==> src/rtl/prio_pkg_v.sv <==
// Shared definitions for the priority scanner: state encoding and clog2.
package prio_pkg_v;

    typedef enum logic {
        IDLE = 1'b0,
        SCAN = 1'b1
    } state_e;

    // Ceiling log2, minimum 1 so a 2-wide vector still gets a 1-bit index.
    function automatic int unsigned clog2(input int unsigned n);
        int unsigned r;
        r = 1;
        for (int i = 1; i < 32; i++) begin
            if ((32'd1 << i) < n) r = unsigned'(i + 1);
        end
        return r;
    endfunction

endpackage

==> src/rtl/priority_enc_n_v.sv <==
// Combinational find-first over a request vector.
// Build option PRIORITY_SCAN_MSB_FIRST_EN: highest set index wins instead of lowest.
module priority_enc_n_v
    import prio_pkg_v::*;
#(
    parameter int unsigned WIDTH = 8,
    localparam int unsigned IDX_W = clog2(WIDTH)
) (
    input  logic [WIDTH-1:0] req,
    output logic [IDX_W-1:0] idx,
    output logic             any
);

    // Scan so that the winning bit is the last one assigned.
    always_comb begin
        idx = '0;
        any = |req;
`ifdef PRIORITY_SCAN_MSB_FIRST_EN
        for (int i = 0; i < int'(WIDTH); i++) begin
            if (req[i]) idx = IDX_W'(i);
        end
`else
        for (int i = int'(WIDTH) - 1; i >= 0; i--) begin
            if (req[i]) idx = IDX_W'(i);
        end
`endif
    end

endmodule

==> src/rtl/priority_scan_n_v.sv <==
// Priority scanner: captures a request vector and hands out pending indices one
// per handshake, in priority order, until the vector is exhausted or flushed.
// Build option PRIORITY_SCAN_MSB_FIRST_EN: highest set index is reported first.
module priority_scan_n_v
    import prio_pkg_v::*;
#(
    parameter int unsigned WIDTH = 8,
    localparam int unsigned IDX_W = clog2(WIDTH)
) (
    input  logic             i_clk,
    input  logic             i_rst_n,
    input  logic             i_load,
    input  logic [WIDTH-1:0] i_code,
    input  logic             i_ready,
    input  logic             i_flush,
    output logic             o_valid,
    output logic [IDX_W-1:0] o_code,
    output logic             o_last,
    output logic             o_busy,
    output logic             o_empty
);

    localparam logic [WIDTH-1:0] ONE = WIDTH'(1);

    state_e           state_q, state_d;
    logic [WIDTH-1:0] pending_q, pending_d;
    logic             empty_q, empty_d;

    logic [IDX_W-1:0] enc_idx;
    logic             enc_any;
    logic             single;
    logic             in_scan;

    priority_enc_n_v #(
        .WIDTH (WIDTH)
    ) u_enc (
        .req (pending_q),
        .idx (enc_idx),
        .any (enc_any)
    );

    // Exactly one bit set: nonzero and clearing the lowest bit leaves nothing.
    assign single  = enc_any && ((pending_q & (pending_q - ONE)) == '0);
    assign in_scan = (state_q == SCAN);

    // Outputs depend only on registered state, never on inputs.
    always_comb begin
        o_valid = in_scan;
        o_code  = in_scan ? enc_idx : '0;
        o_last  = in_scan && single;
        o_busy  = in_scan;
        o_empty = empty_q;
    end

    // Next-state: load in IDLE, retire one index per handshake in SCAN.
    always_comb begin
        state_d   = state_q;
        pending_d = pending_q;
        empty_d   = 1'b0;
        unique case (state_q)
            IDLE: begin
                // Flush outranks load while idle.
                if (!i_flush && i_load) begin
                    if (i_code != '0) begin
                        pending_d = i_code;
                        state_d   = SCAN;
                    end else begin
                        empty_d = 1'b1;
                    end
                end
            end
            SCAN: begin
                if (i_flush) begin
                    pending_d = '0;
                    state_d   = IDLE;
                end else if (i_ready) begin
                    pending_d = pending_q & ~(ONE << enc_idx);
                    if (single) state_d = IDLE;
                end
            end
            default: begin
                state_d   = IDLE;
                pending_d = '0;
            end
        endcase
    end

    // State registers with synchronous active-low reset.
    always_ff @(posedge i_clk) begin
        if (!i_rst_n) begin
            state_q   <= IDLE;
            pending_q <= '0;
            empty_q   <= 1'b0;
        end else begin
            state_q   <= state_d;
            pending_q <= pending_d;
            empty_q   <= empty_d;
        end
    end

endmodule
==> config.mk <==
export PLATFORM = sky130hd
export DESIGN_NAME = priority_scan_n_v
export DESIGN_NICKNAME = d
export VERILOG_FILES = /design/src/rtl/prio_pkg_v.sv /design/src/rtl/priority_enc_n_v.sv /design/src/rtl/priority_scan_n_v.sv
export SDC_FILE = /design/constraint.sdc
export NUM_CORES = 1
export LEC_CHECK = 0
export ABC_AREA = 0
export CAP_MARGIN = 20
export CORE_MARGIN = 1.5
export CORE_UTILIZATION = 25
export CTS_BUF_LIST = sky130_fd_sc_hd__clkbuf_4
export DETAILED_ROUTE_END_ITERATION = 12
export SYNTH_ARGS = -nofsm -noshare
export SYNTH_HDL_FRONTEND = slang
export SYNTH_SLANG_ARGS = --single-unit
==> constraint.sdc <==
create_clock -name i_clk -period 2.7 [get_ports i_clk]
set_input_delay 0.54 -clock i_clk [delete_from_list [all_inputs] [get_ports i_clk]]
set_output_delay 0.54 -clock i_clk [all_outputs]
set_load 0.005 [all_outputs]
==> summary.txt, run 1 <==
Run status
  • Status: complete, no violations

Placed design
  • # port buffers: 19
  • Placer Congestion: 0.780
  • Dpl hpwl: 1.48 mm

Final layout
  • # diodes: 0
  • Layout cells sized above 1: 10.4%
  • Fin nets: 129
  • Synthesis-to-finish area growth: 39.8%

Global route
  • Vias in the first global route: 691
  • Global-route wire length before repair: 3.24 mm
  • Pin count of the biggest net entering global routing: 14
  • Initial antenna violation count: 0
  • Total Routing Usage GR: 13.0%
  • Remaining Overflow, GRT: 0

STA
  • Setup TNS: 0 ps
  • RSZ-0062 raised after global routing: false
  • Hold Fails Final Rpt: 0
  • Fin crit period: 2520 ps
  • Final setup vio count: 0
  • Max Clock Freq: 0.396 GHz
  • Slew @ Worst Pin: 548 ps
  • Clk_skew: 5.99 ps
  • Rel. slew slack: 63.2%
  • Period Utilization, post-route: 93.4%
  • Fin. max-slew vios: 0

Yosys
  • Avg Inst Size Synth: 7.45 sq um
  • Synth Flop Type: dfxtp_1
  • Synth Net Count: 105
  • Yosys warning total: 0
  • Netlist cell types: 28
  • Synth top area share: 29.2%
  • Syn Inst Count: 92
  • Number of synthesized flops with an enable pin: 0
  • Synth top area cells: dfxtp_1 (29%), a21oi_1 (7.3%), nand2_1 (6.0%)
  • Mapped Area: 686 sq um
  • Synth async-reset ratio: 0%
  • Post-synthesis register bit count: 10
  • Most frequent cell after synthesis: nand2_1
  • Synth top cells by count: nand2_1 (11), a21oi_1 (10), dfxtp_1 (10)
  • Sequential share of the synthesized area: 29.2%
  • Synth area leader: dfxtp_1

Floorplan
  • Die Y: 55.4 um
  • Chip Width: 55.4 um
  • FP Rows: 18
  • Full die area: 3070 sq um
  • Core Area: 2540 sq um
  • Starting Density: 26.9%
  • I/O Pins: 20

Pwr
  • Register share of total power: 42.8%
  • Internal cell power: 267 uW
  • Static Leak: 0.346 nW
  • Psw: 119 uW
  • Pwr Density: 402 nW/um^2
  • Logic pwr share: 29.4%
  • Switching Fraction: 30.8%
  • Power Total: 385 uW
  • Clock power share: 27.9%
  • Maximum VDD drop: 0.000199 V

Min path
  • Hold Path Depth: 2
  • Hold Path Origin: pending_q[0]
  • HP Class: reg2reg
  • Hold Path Sink: pending_q[0]

Clocking
  • TritonCTS Sinks: 10
  • Hold_buf cts: 0
  • Clock slew seen by the registers of the worst setup and hold paths: 70 ps
  • Clock tree from TritonCTS: done
  • Clk root buf: clkbuf_4
  • Maximum clock path buffer count: 2
  • Clock latency on the worst-skew pair: 260 ps
  • H-Tree Depth: 1
  • CTS buffer count: 3

Setup path
  • Crit path DAT: 1980 ps
  • Worst reg-to-reg path cell count: 5
  • CP Capture Type: primary output
  • FF-to-FF Start: pending_q[0]
  • Worst reg2reg setup slack: 1020 ps
  • Reg-to-reg endpoint: o_busy
  • Critical path class: reg2out
  • Crit path launch type: register
  • Crit Path Max Fanout: 5
  • Critical Path RT: 2160 ps

Route
  • WL/cell: 13.4 um
  • Initial drt markers: 22
  • Post-DRT Antenna Nets: 0
  • First-pass iteration count of the detailed router: 4
  • WL final: 1.94 mm
  • Post-route DRC: 0
  • Via count: 773
  • Vias per cell: 5.33

Flow run
  • Max Cap Viol: 0
timing repair:
action                                  CTS  global route
endpoints found under the setup margin    1             0
setup buffers                             0             0
endpoints found under the hold margin     0             0
resized for setup                         2             0
sequential cells by signal, indices dropped and copies added (netlist names):
name / cells
o_busy: 1
o_empty: 1
pending_q: 8
placed cells by master (no fill, tap or decap), drive strengths merged, types with 3 or more instances in the layout:
cell	synthesis	layout
clkdlybuf4s50	0	18
nor3	5	5
o21ai	10	10
nand2	11	11
buf	3	6
nand2b	3	3
nor2	5	5
dfxtp	10	10
inv	4	4
a21oi	10	10
nor3b	3	3
nand3	5	5
clkbuf	3	3
or4	4	4
worst max path at each step:
stage,from,slack (ps),endpoint,cells past startpoint
CTS,pending_q[0],160,o_last,6
floorplan,pending_q[0],690,o_last,5
finish,pending_q[0],180,o_last,6
global route,pending_q[0],40,o_last,6
global placement,pending_q[0],180,o_last,5
detailed placement,pending_q[0],120,o_last,5
routing by layer:
| metal | vias to the layer above | track usage, % | share of wire (%) |
|---|---|---|---|
| li1 | 386 | - | - |
| met1 | 372 | 16.1 | 44 |
| met2 | 13 | 21.6 | 51 |
| met3 | 2 | 3.75 | 3.7 |
| met4 | 0 | 4.18 | 0.72 |
| met5 | - | 0 | 0 |
cell families (layout without fill, tap and decap cells):
group	count (synthesis)	in the layout	synth area share (%)
AND/OR/NAND/NOR	39	39	29.2
AO/OA/AOI/OAI	31	31	32.3
flip-flops	10	10	29.2
buffers and inverters	10	33	6.39
adder cells (fa/ha/maj)	1	1	1.46
multiplexers	1	1	1.46
final cells by class:
class / instances / area (sq um)
clock buffers: 3 / 22.5
clock inverters: 1 / 3.75
fillers: 263 / 1590
inverters: 4 / 15.0
multi-input cells: 72 / 445
flip-flops and latches: 10 / 200
well taps: 30 / 37.5
repair buffers: 25 / 234
power by group through the flow:
stage | clock network (mW) | logic, mW | registers, mW
4_1_cts | 0.111 | 0.112 | 0.165
2_1_floorplan | 0 | 0.0674 | 0.166
3_3_place_gp | 0 | 0.110 | 0.168
5_1_grt | 0.121 | 0.125 | 0.166
3_5_place_dp | 0 | 0.111 | 0.168
6_report | 0.107 | 0.113 | 0.165
critical path, stage by stage (launching register included):
cell           delay (ps)
dfxtp_1               340
buf_4                 150
or4_1                 510
a21oi_1               140
o21ai_0               130
nor3b_1               200
dlygate4sd2_1         250
stage by stage:
| stage | hold WS (ps) | instances | worst slack, ps | area, sq um | utilization [%] |
|---|---|---|---|---|---|
| 2_1_floorplan | 478 | 92 | 687 | 686 | - |
| 3_3_place_gp | 466 | 141 | 177 | 930 | 36.5 |
| 3_5_place_dp | 470 | 141 | 120 | 930 | 36.5 |
| 4_1_cts | 489 | 145 | 164 | 958 | 37.7 |
| 5_1_grt | 518 | 145 | 42.5 | 958 | 37.7 |
| 6_report | 488 | 145 | 177 | 958 | 37.7 |
Power figures use the tool's default switching activity.
==> inputs of run 2 (changes only) <==
--- a/config.mk
+++ b/config.mk
@@ -10,7 +10,9 @@
 export CORE_MARGIN = 1.5
 export CORE_UTILIZATION = 25
 export CTS_BUF_LIST = sky130_fd_sc_hd__clkbuf_4
+export CTS_CLUSTER_DIAMETER = 120
 export DETAILED_ROUTE_END_ITERATION = 12
+export GPL_TIMING_DRIVEN = 0
 export SYNTH_ARGS = -nofsm -noshare
 export SYNTH_HDL_FRONTEND = slang
 export SYNTH_SLANG_ARGS = --single-unit
==> run 2 against run 1 <==
Routed wire length increased by 3.1%. Global-route usage increased by 0.27 points. Register-to-register slack got worse by 50 ps. Sequential share of layout area increased by 0.46 points. Die area unchanged. Maximum frequency decreased by 2.6%. Final area decreased by 0.91%. Cell count unchanged. Flip-flop and latch count unchanged. Sequential power about the same. First-iteration DRC count decreased by 41%. Critical path depth unchanged. Critical path type unchanged.
==> summary.txt, run 2 (synthesized netlist as in run 1, its figures left out) <==
Route
  • Initial drt markers: 13
  • Post-route DRC: 0
  • First-pass iteration count of the detailed router: 4
  • Via count: 767
  • WL final: 2.00 mm
  • Vias per cell: 5.29
  • Post-DRT Antenna Nets: 0
  • WL/cell: 13.8 um

Clocking
  • CTS buffer count: 3
  • Hold_buf cts: 0
  • Clock slew seen by the registers of the worst setup and hold paths: 80 ps
  • H-Tree Depth: 1
  • Clk root buf: clkbuf_4
  • Post-CTS Setup Repair Bufs: 0
  • TritonCTS Sinks: 10
  • Clock latency on the worst-skew pair: 280 ps
  • Maximum clock path buffer count: 2
  • Clock tree from TritonCTS: done

Global route
  • Initial antenna violation count: 0
  • Global-route wire length before repair: 3.23 mm
  • Total Routing Usage GR: 13.3%
  • Vias in the first global route: 714
  • Pin count of the biggest net entering global routing: 11
  • Remaining Overflow, GRT: 0

STA
  • Setup TNS: 0 ps
  • Period Utilization, post-route: 95.9%
  • Hold Fails Final Rpt: 0
  • Max Clock Freq: 0.386 GHz
  • Clk_skew: 6.15 ps
  • Rel. slew slack: 63.7%
  • RSZ-0062 raised after global routing: false
  • Final setup vio count: 0
  • Slew @ Worst Pin: 544 ps
  • Fin crit period: 2590 ps
  • Fin. max-slew vios: 0

Pwr
  • Maximum VDD drop: 0.000198 V
  • Register share of total power: 42.1%
  • Clock power share: 29.5%
  • Psw: 128 uW
  • Internal cell power: 266 uW
  • Switching Fraction: 32.5%
  • Logic pwr share: 28.4%
  • Pwr Density: 415 nW/um^2
  • Static Leak: 0.335 nW

Final layout
  • Layout cells sized above 1: 9.57%
  • Largest Register: pending_q
  • Fillers: 274
  • Most frequent cells in the layout: clkdlybuf4s50_1 (18), nand2_1 (11), a21oi_1 (10), dfxtp_1 (8), o21ai_0 (6)
  • Leading cell type in the layout, fill and taps excluded: clkdlybuf4s50_1
  • # diodes: 0
  • Largest register FFs: 8
  • Util after Layout: 37.3%
  • Synthesis-to-finish area growth: 38.5%
  • Fin nets: 129

Flow run
  • Max Cap Viol: 0

Placed design
  • # port buffers: 19
  • Dpl hpwl: 1.47 mm
  • Placer Congestion: 0.764

Floorplan
  • Full die area: 3070 sq um
  • Core Area: 2540 sq um
  • I/O Pins: 20
  • Starting Density: 26.9%
  • Chip Width: 55.4 um
  • Die Y: 55.4 um
  • FP Rows: 18

Setup path
  • Worst path slowest cell: or4_1
  • Crit path DAT: 2050 ps
  • Crit path launch type: register
  • Crit Path Max Fanout: 10
  • Critical path class: reg2out
  • CP max stage delay: 460 ps
  • Cell Chain, Critical Path: clkbuf_1 -> or4_1 -> a21oi_1 -> o21ai_0 -> nor3b_1 -> dlygate4sd2_1
  • Critical Path RT: 2160 ps
  • CP Capture Type: primary output

Min path
  • HP Class: reg2reg

Run status
  • Status: complete, no violations
run 2: power by group through the flow:
stage	clock network (mW)	logic [mW]	registers [mW]
global placement	0	0.108	0.168
global route	0.124	0.122	0.167
floorplan	0	0.0674	0.166
detailed placement	0	0.109	0.169
CTS	0.120	0.110	0.166
finish	0.116	0.112	0.166
run 2: area by class of cell:
| type | count | area, sq um | share of cell area [%] |
|---|---|---|---|
| Buffer | 6 | 31.3 | 3.29 |
| Clock buffer | 3 | 22.5 | 2.37 |
| Clock inverter | 1 | 3.75 | 0.395 |
| Inverter | 4 | 15.0 | 1.58 |
| Multi-Input combinational cell | 72 | 448 | 47.2 |
| Sequential cell | 10 | 203 | 21.3 |
| Tap cell | 30 | 37.5 | 3.95 |
| Timing Repair Buffer | 19 | 189 | 19.9 |
run 2: worst max-delay path: cells and delay by family (launching register included):
| kind | cells | cell delay, ps |
|---|---|---|
| compound gates | 2 | 290 |
| buf+inv | 2 | 500 |
| flops | 1 | 300 |
| simple gates | 2 | 670 |
run 2: repair_timing:
action,CTS,global route
resized for setup,4,1
cloned,0,0
setup endpoints to repair,1,1
run 2: per-layer routing:
| metal | routed length (um) | up-vias | track usage, % |
|---|---|---|---|
| met2 | 957 | 28 | 22.1 |
| met1 | 911 | 349 | 15.6 |
| li1 | - | 385 | - |
| met4 | 46 | 0 | 7.32 |
| met5 | 0 | - | 0 |
| met3 | 83 | 5 | 3.04 |
run 2: through the flow:
| stage | area [sq um] | hold WS, ps | power, mW | setup WS (ps) | std cells |
|---|---|---|---|---|---|
| CTS | 943 | 505 | 0.395 | 109 | 145 |
| detailed placement | 913 | 532 | 0.278 | 120 | 141 |
| floorplan | 686 | 478 | 0.233 | 687 | 92 |
| finish | 950 | 507 | 0.394 | 110 | 145 |
| global route | 950 | 521 | 0.414 | 12.2 | 145 |
| global placement | 913 | 527 | 0.276 | 129 | 141 |
run 2: final timing paths:
check / slack (ps) / cells past startpoint / startpoint / to
worst max register to register: 970 / 5 / pending_q[4] / o_busy
worst min register to register: 510 / 2 / pending_q[1] / pending_q[1]
worst min-delay path: 510 / 2 / pending_q[1] / pending_q[1]
worst max-delay path: 110 / 6 / pending_q[4] / o_last
==> inputs of run 3 (changes only) <==
--- a/config.mk
+++ b/config.mk
@@ -12,7 +12,6 @@
 export CTS_BUF_LIST = sky130_fd_sc_hd__clkbuf_4
 export CTS_CLUSTER_DIAMETER = 120
 export DETAILED_ROUTE_END_ITERATION = 12
-export GPL_TIMING_DRIVEN = 0
 export SYNTH_ARGS = -nofsm -noshare
 export SYNTH_HDL_FRONTEND = slang
 export SYNTH_SLANG_ARGS = --single-unit
==> results of run 3 <==
Final layout, timing and power as in run 1 (identical DEF).
